`src/rtl/flag_tracker.sv`:
```
// ---------------------------------------------------------------------------
// flag_tracker
//
// Purpose:
//   Per-level flag collection tracker for the Rally-X playfield. Each frame
//   the player car box is tested against the current level's flag boxes.
//   The lowest-index visible overlapping flag becomes the candidate. A flag
//   is collected once the same candidate has overlapped for DEBOUNCE
//   consecutive frames. The collected count drives level advance and the
//   win screen. Per-flag visibility drives the sprite/colour mapper.
//
// Optional feature:
//   Define FLAG_SCORE_EN to add a 16-bit saturating score register and the
//   `score` output port. Without the macro there is no score port, no score
//   register and no score adder.
//
// Parameters:
//   NUM_FLAGS - flags per level (the coordinate table holds 4 per level)
//   FLAG_HALF - flag half-width in pixels (square flag box)
//   DEBOUNCE  - consecutive overlapping frames needed to collect (1..3)
//
// Ports:
//   frame_clk    in   1          frame clock, all state on its rising edge
//   Reset_n      in   1          synchronous active-low reset
//   BallX        in   11         player centre X (0..1279)
//   BallY        in   11         player centre Y (0..959)
//   BallS        in   11         player half-size
//   levelindex   in   2          0 = level 0, 1..3 = level 1
//   flagreset    in   1          restore all flags and clear the count
//   GameOver     in   1          freeze the tracker until Reset_n
//   flagcount    out  4          flags collected this level
//   flag_visible out  NUM_FLAGS  bit i high while flag i is uncollected
//   flag_pulse   out  1          one-cycle strobe on a collection edge
//   score        out  16         (FLAG_SCORE_EN only) accumulated score
// ---------------------------------------------------------------------------
module flag_tracker #(
    parameter int NUM_FLAGS = 4,
    parameter int FLAG_HALF = 8,
    parameter int DEBOUNCE  = 2
) (
    input  logic                 frame_clk,
    input  logic                 Reset_n,
    input  logic [10:0]          BallX,
    input  logic [10:0]          BallY,
    input  logic [10:0]          BallS,
    input  logic [1:0]           levelindex,
    input  logic                 flagreset,
    input  logic                 GameOver,
    output logic [3:0]           flagcount,
    output logic [NUM_FLAGS-1:0] flag_visible,
    output logic                 flag_pulse
`ifdef FLAG_SCORE_EN
    ,
    output logic [15:0]          score
`endif
);

    localparam int         IDX_W     = (NUM_FLAGS > 1) ? $clog2(NUM_FLAGS) : 1;
    localparam logic [1:0] DEB_LIMIT = 2'(DEBOUNCE);
    localparam logic [3:0] CNT_MAX   = 4'(NUM_FLAGS);

    typedef enum logic [1:0] {
        ST_ACTIVE = 2'd0,
        ST_CLEAR  = 2'd1,
        ST_FROZEN = 2'd2
    } state_t;

    // Flag X coordinate table, indexed by {level, flag index}.
    function automatic logic [10:0] flag_x(input logic lvl, input logic [1:0] idx);
        logic [10:0] x;
        case ({lvl, idx})
            3'b000:  x = 11'd200;
            3'b001:  x = 11'd1000;
            3'b010:  x = 11'd300;
            3'b011:  x = 11'd1100;
            3'b100:  x = 11'd640;
            3'b101:  x = 11'd160;
            3'b110:  x = 11'd1120;
            3'b111:  x = 11'd640;
            default: x = 11'd0;
        endcase
        return x;
    endfunction

    // Flag Y coordinate table, indexed by {level, flag index}.
    function automatic logic [10:0] flag_y(input logic lvl, input logic [1:0] idx);
        logic [10:0] y;
        case ({lvl, idx})
            3'b000:  y = 11'd200;
            3'b001:  y = 11'd160;
            3'b010:  y = 11'd800;
            3'b011:  y = 11'd760;
            3'b100:  y = 11'd160;
            3'b101:  y = 11'd480;
            3'b110:  y = 11'd480;
            3'b111:  y = 11'd800;
            default: y = 11'd0;
        endcase
        return y;
    endfunction

    // |a - b| on zero-extended 12-bit signed operands; world coordinates
    // never wrap, so the magnitude always fits in 12 bits.
    function automatic logic [11:0] abs_diff(input logic [10:0] a, input logic [10:0] b);
        logic [11:0] d;
        logic [11:0] m;
        d = {1'b0, a} - {1'b0, b};
        if (d[11]) begin
            m = 12'd0 - d;
        end else begin
            m = d;
        end
        return m;
    endfunction

    // Registered state
    state_t               state_q;
    logic [1:0]           lvl_q;
    logic [3:0]           count_q;
    logic [NUM_FLAGS-1:0] vis_q;
    logic                 pulse_q;
    logic [1:0]           streak_q;
    logic                 cand_valid_q;
    logic [IDX_W-1:0]     cand_idx_q;
`ifdef FLAG_SCORE_EN
    logic [15:0]          score_q;
    logic [16:0]          score_sum_s;
    logic [15:0]          score_d;
`endif

    // Combinational next-state helpers
    logic                 lvl_sel_s;
    logic [11:0]          limit_s;
    logic [NUM_FLAGS-1:0] hit_s;
    logic                 cand_found_s;
    logic [IDX_W-1:0]     cand_idx_s;
    logic [1:0]           streak_d;
    logic                 collect_s;
    logic [3:0]           count_d;
    logic                 restart_s;

    assign lvl_sel_s = (levelindex != 2'd0);
    assign limit_s   = {1'b0, BallS} + 12'(FLAG_HALF);
    assign restart_s = flagreset || (levelindex != lvl_q);

    // Per-flag box overlap against the current level's table (strict less-than).
    always_comb begin
        hit_s = '0;
        for (int i = 0; i < NUM_FLAGS; i++) begin
            if ((abs_diff(BallX, flag_x(lvl_sel_s, 2'(i))) < limit_s) &&
                (abs_diff(BallY, flag_y(lvl_sel_s, 2'(i))) < limit_s)) begin
                hit_s[i] = 1'b1;
            end else begin
                hit_s[i] = 1'b0;
            end
        end
    end

    // Candidate select: scan high-to-low so the lowest visible hit wins.
    always_comb begin
        cand_found_s = 1'b0;
        cand_idx_s   = '0;
        for (int i = NUM_FLAGS - 1; i >= 0; i--) begin
            if (hit_s[i] && vis_q[i]) begin
                cand_found_s = 1'b1;
                cand_idx_s   = IDX_W'(i);
            end else begin
                cand_found_s = cand_found_s;
            end
        end
    end

    // Debounce streak, collection decision and saturating count increment.
    always_comb begin
        streak_d = 2'd0;
        if (!cand_found_s) begin
            streak_d = 2'd0;
        end else if (cand_valid_q && (cand_idx_q == cand_idx_s)) begin
            streak_d = streak_q + 2'd1;
        end else begin
            streak_d = 2'd1;
        end
        collect_s = cand_found_s && (streak_d == DEB_LIMIT);
        if (count_q < CNT_MAX) begin
            count_d = count_q + 4'd1;
        end else begin
            count_d = count_q;
        end
    end

`ifdef FLAG_SCORE_EN
    // Score award is 100 x the post-collection count, saturating at 16 bits.
    always_comb begin
        score_sum_s = {1'b0, score_q} + (17'(count_d) * 17'd100);
        if (score_sum_s[16]) begin
            score_d = 16'hFFFF;
        end else begin
            score_d = score_sum_s[15:0];
        end
    end
`endif

    // Tracker FSM with registered outputs; GameOver outranks restart,
    // restart outranks collection.
    always_ff @(posedge frame_clk) begin
        if (!Reset_n) begin
            state_q      <= ST_ACTIVE;
            lvl_q        <= 2'd0;
            count_q      <= 4'd0;
            vis_q        <= '1;
            pulse_q      <= 1'b0;
            streak_q     <= 2'd0;
            cand_valid_q <= 1'b0;
            cand_idx_q   <= '0;
`ifdef FLAG_SCORE_EN
            score_q      <= 16'd0;
`endif
        end else begin
            case (state_q)
                ST_ACTIVE: begin
                    if (GameOver) begin
                        state_q <= ST_FROZEN;
                        pulse_q <= 1'b0;
                    end else if (restart_s) begin
                        // Restore happens on the edge that leaves CLEAR;
                        // here only the pending debounce is dropped.
                        state_q      <= ST_CLEAR;
                        lvl_q        <= levelindex;
                        pulse_q      <= 1'b0;
                        streak_q     <= 2'd0;
                        cand_valid_q <= 1'b0;
                    end else if (collect_s) begin
                        vis_q[cand_idx_s] <= 1'b0;
                        count_q           <= count_d;
                        pulse_q           <= 1'b1;
                        streak_q          <= 2'd0;
                        cand_valid_q      <= 1'b0;
`ifdef FLAG_SCORE_EN
                        score_q           <= score_d;
`endif
                    end else begin
                        pulse_q      <= 1'b0;
                        streak_q     <= streak_d;
                        cand_valid_q <= cand_found_s;
                        cand_idx_q   <= cand_idx_s;
                    end
                end
                ST_CLEAR: begin
                    if (GameOver) begin
                        state_q <= ST_FROZEN;
                        pulse_q <= 1'b0;
                    end else begin
                        state_q      <= ST_ACTIVE;
                        lvl_q        <= levelindex;
                        count_q      <= 4'd0;
                        vis_q        <= '1;
                        pulse_q      <= 1'b0;
                        streak_q     <= 2'd0;
                        cand_valid_q <= 1'b0;
                    end
                end
                ST_FROZEN: begin
                    // Held until Reset_n; the strobe stays low.
                    state_q <= ST_FROZEN;
                    pulse_q <= 1'b0;
                end
                default: begin
                    state_q      <= ST_ACTIVE;
                    pulse_q      <= 1'b0;
                    streak_q     <= 2'd0;
                    cand_valid_q <= 1'b0;
                end
            endcase
        end
    end

    assign flagcount    = count_q;
    assign flag_visible = vis_q;
    assign flag_pulse   = pulse_q;
`ifdef FLAG_SCORE_EN
    assign score        = score_q;
`endif

endmodule

```
`config.mk`:
```
export PLATFORM = sky130hd
export DESIGN_NAME = flag_tracker
export DESIGN_NICKNAME = d
export VERILOG_FILES = /design/src/rtl/flag_tracker.sv
export SDC_FILE = /design/constraint.sdc
export NUM_CORES = 1
export LEC_CHECK = 0
export CAP_MARGIN = 5
export CORE_UTILIZATION = 65
export DETAILED_ROUTE_END_ITERATION = 6
export DONT_BUFFER_PORTS = 1
export PLACE_DENSITY = 0.78
export REMOVE_ABC_BUFFERS = 1
export SLEW_MARGIN = 20
export SYNTH_ARGS = -nofsm -noshare
export SYNTH_HDL_FRONTEND = slang
export SYNTH_SLANG_ARGS = --single-unit
```
`constraint.sdc`:
```
create_clock -name frame_clk -period 8 [get_ports frame_clk]
set_input_delay 1.2 -clock frame_clk [delete_from_list [all_inputs] [get_ports frame_clk]]
set_output_delay 1.2 -clock frame_clk [all_outputs]
set_load 0.01 [all_outputs]
```
==> run metrics, run 1 <==
clock power share 9.6%; skew final 0.00283 ns; clock-pin transition on the worst setup and hold timing paths 0.07 ns; share of the synthesized area in the top cell type 25.5%; share of power burned in registers 14.2%; I/O Buffers 0; setup TNS 0 ns; Max Fclk 0.145 GHz; cells on worst reg2reg path 8; Layout Nets 942; Post-Layout Inst Area between 5000 and 6000 um2; grt ovf 0; Worst IR Drop VDD 52.2 uV; startpoint types input port; Setup WS pre-CTS 1.05 ns; DRC 0; share of layout cells above drive strength 1 3.97%; pwr/cell area 110 nW/um2; Tmin final 6.89 ns; Site Rows 34; Final setup viols 0; die height 96.3 um; ANT cells 0; R2R Setup Slk 5.51 ns; initial antenna violation count 0; area of the core 8680 um2; mapped cell area 5780 um2; FF+latch count, synth 18; later-pin clock latency in the skew report 0.25 ns; Synth async-reset ratio 0%; CTS root buffer clkbuf_8; total of max-cap violations 0; max-slew violations 0; kind of critical path in -> reg; Yosys cell types 66; Ys Warns 0; hold_buf cts 0; Area Overhead vs Synth 2.77%; # resized after CTS 0; leakage ~2.5 nW; R2R Path Start flag_visible[2]; routed length per placed instance between 15 and 20 um; Routed Antenna Nets 0; prevailing post-synth register cell dfxtp_1; crit end category flop; final worst slack ~1.1 ns; initial drt markers 247; placed cell areas between 5000 and 6000 um2; register area share after synthesis between 6 and 7%; Vias 5708; Psw 0.000323 W; global-route usage over all layers 33.8%; fillers about 780; Fin. Hold Viols 0; Clock Tree Buf Depth 2; final WL 15600 um; Post-Syn Instances just under 800; vias per inst about 6.4; # clock sinks 18; Int Power 0.000333 W; Worst Path Max Fanout 14; Hold Path Origin streak_q[1]; Comb power frac 76.1%; WHS Path Cells 1; Worst Path Arrival 7.08 ns; largest net degree at the start of global routing 24; htree depth 1; Critical Path RT 8.19 ns; Post-CTS Setup Bufs 0; vias in the first global route between 5000 and 6000; worst slew pin tran 1.05 ns; GPL Wtd Cong 0.977; reg2reg end flagcount[1]; type of the tightest min-delay check reg -> reg; cell accounting for the most synthesized area ha_1; Worst slew margin 29.6%; Final period util 86.1%; Die X 96.3 um; Initial Utilization between 60% and 70%; die area 9270 um2; # IOs 48; cts bufs inserted 3; RSZ-0062 raised after global routing false; mean post-synth cell area roughly 7.4 um2; TritonCTS clock tree built; Sw Share approximately 49%; Post-synth EDFFs 0; DP HPWL 12900 um; Worst Hold Path EP streak_q[1]; drt first pass iters 5; largest cells by area after synthesis ha_1, xnor2_1, dfxtp_1, xor2_1, nand2_1; first-pass GRT wire length 24700 um; outcome finished, final reports clean
[critical path: stages]
cell,delay [ns]
or2_2,0.45
inv_1,0.49
ha_1,0.43
a211oi_4,0.47
a21boi_1,0.16
o21ai_1,0.19
a21oi_1,0.10
o21ai_1,0.16
nor2b_1,0.47
nand2_1,0.09
a221oi_1,0.31
xnor2_1,0.16
ha_1,0.26
nand2_1,0.06
o21ai_0,0.10
a221oi_1,0.33
o311ai_1,0.20
a21boi_1,0.22
nor3_2,0.31
mux2_4,0.23
and4_4,0.24
mux2_4,0.30
a21oi_2,0.12
[routing by layer]
metal  wire [um]  GRT usage [%]  vias to the layer above
met2        7600           63.2                      203
met1        6460           37.8                     2636
met3         908           5.45                       40
met5           0              0                        -
met4         624           13.1                        0
li1            -              -                     2829
[sequential cells by signal, summed over array words and instances (netlist names)]
name / count
cand_valid_q: 1
flag_visible: 4
cand_idx_q: 2
state_q: 2
flagcount: 4
lvl_q: 2
streak_q: 2
flag_pulse: 1
[power by group through the flow]
stage	logic, W	clock network, W	registers, W
floorplan	0.000381	0	0.0000948
global placement	0.000466	0	0.0000952
detailed placement	0.000488	0	0.0000953
CTS	0.000492	0.0000635	0.0000933
global route	0.000560	0.0000681	0.0000936
finish	0.000499	0.0000631	0.0000934
[final cells by class]
| cell class | count | area [um2] | share of cell area, % |
|---|---|---|---|
| clock buffer | 3 | 41.3 | 0.695 |
| tap | 108 | 135 | 2.27 |
| timing repair buffer | 5 | 37.5 | 0.632 |
| sequential | 18 | 360 | 6.07 |
| multi-input combinational | 718 | 5230 | 88.1 |
| inverter | 36 | 135 | 2.27 |
[kinds of logic after synthesis]
group | Yosys count | synth area share, %
AOI/OAI and AO/OA | 203 | 23.0
xor gates and xnor gates | 104 | 15.9
adders and majority gates | 121 | 26.6
buffers and inverters | 57 | 3.72
DFF | 18 | 6.23
muxes | 8 | 1.60
other | 1 | 0.0649
and+or+nand+nor | 274 | 22.9
[cell usage after synthesis (5+ instances only)]
library cell	n
nand3_1	31
ha_1	118
o21bai_1	9
a211oi_1	9
and4_1	7
nand4_1	14
a31oi_1	10
a21oi_1	52
and2_1	6
clkbuf_1	19
nor3_1	18
o21a_1	6
nand2b_1	10
nor2b_1	9
o21ai_0	53
a21boi_0	6
a221oi_1	5
o31ai_1	7
xnor2_1	64
xor2_1	39
a21o_1	6
nor2_1	64
dfxtp_1	18
nand2_1	90
inv_1	36
[through the flow]
step                total power (W)  util, %  instances  hold slack [ns]
floorplan                  0.000476        -        772            0.432
global placement           0.000561     68.0        885            0.448
CTS                        0.000649     68.5        888            0.472
finish                     0.000656     68.5        888            0.478
global route               0.000721     68.5        888            0.508
detailed placement         0.000583     68.0        885            0.463
[cells in the final DEF (no fill, tap or decap), drive strengths merged, types with 10 or more instances in the layout]
cell type / Yosys / routed
nor2: 64 / 64
nand3: 31 / 31
a31oi: 10 / 10
nor2b: 10 / 10
xor2: 39 / 39
a21oi: 54 / 54
a211oi: 10 / 10
nor3: 19 / 19
inv: 36 / 36
o21ai: 57 / 57
xnor2: 65 / 65
nand2: 90 / 90
ha: 118 / 118
dfxtp: 18 / 18
nand2b: 11 / 11
nand4: 14 / 14
[worst max-delay path by stage]
stage	start	end	slack [ns]
finish	levelindex[1]	flagcount[1]	1.11
global route	levelindex[1]	flag_visible[2]	0.83
CTS	levelindex[1]	flagcount[1]	1.25
detailed placement	levelindex[1]	cand_idx_q[0]	1.05
global placement	levelindex[1]	flagcount[1]	1.12
floorplan	levelindex[1]	flagcount[1]	1.66
Power figures use the tool's default switching activity.
==> run 2, diff against run 1 <==
CTS_CLUSTER_DIAMETER = 150   (was unset)
==> results of run 2 <==
The final DEF is identical to that of run 1; final timing and power are the same.
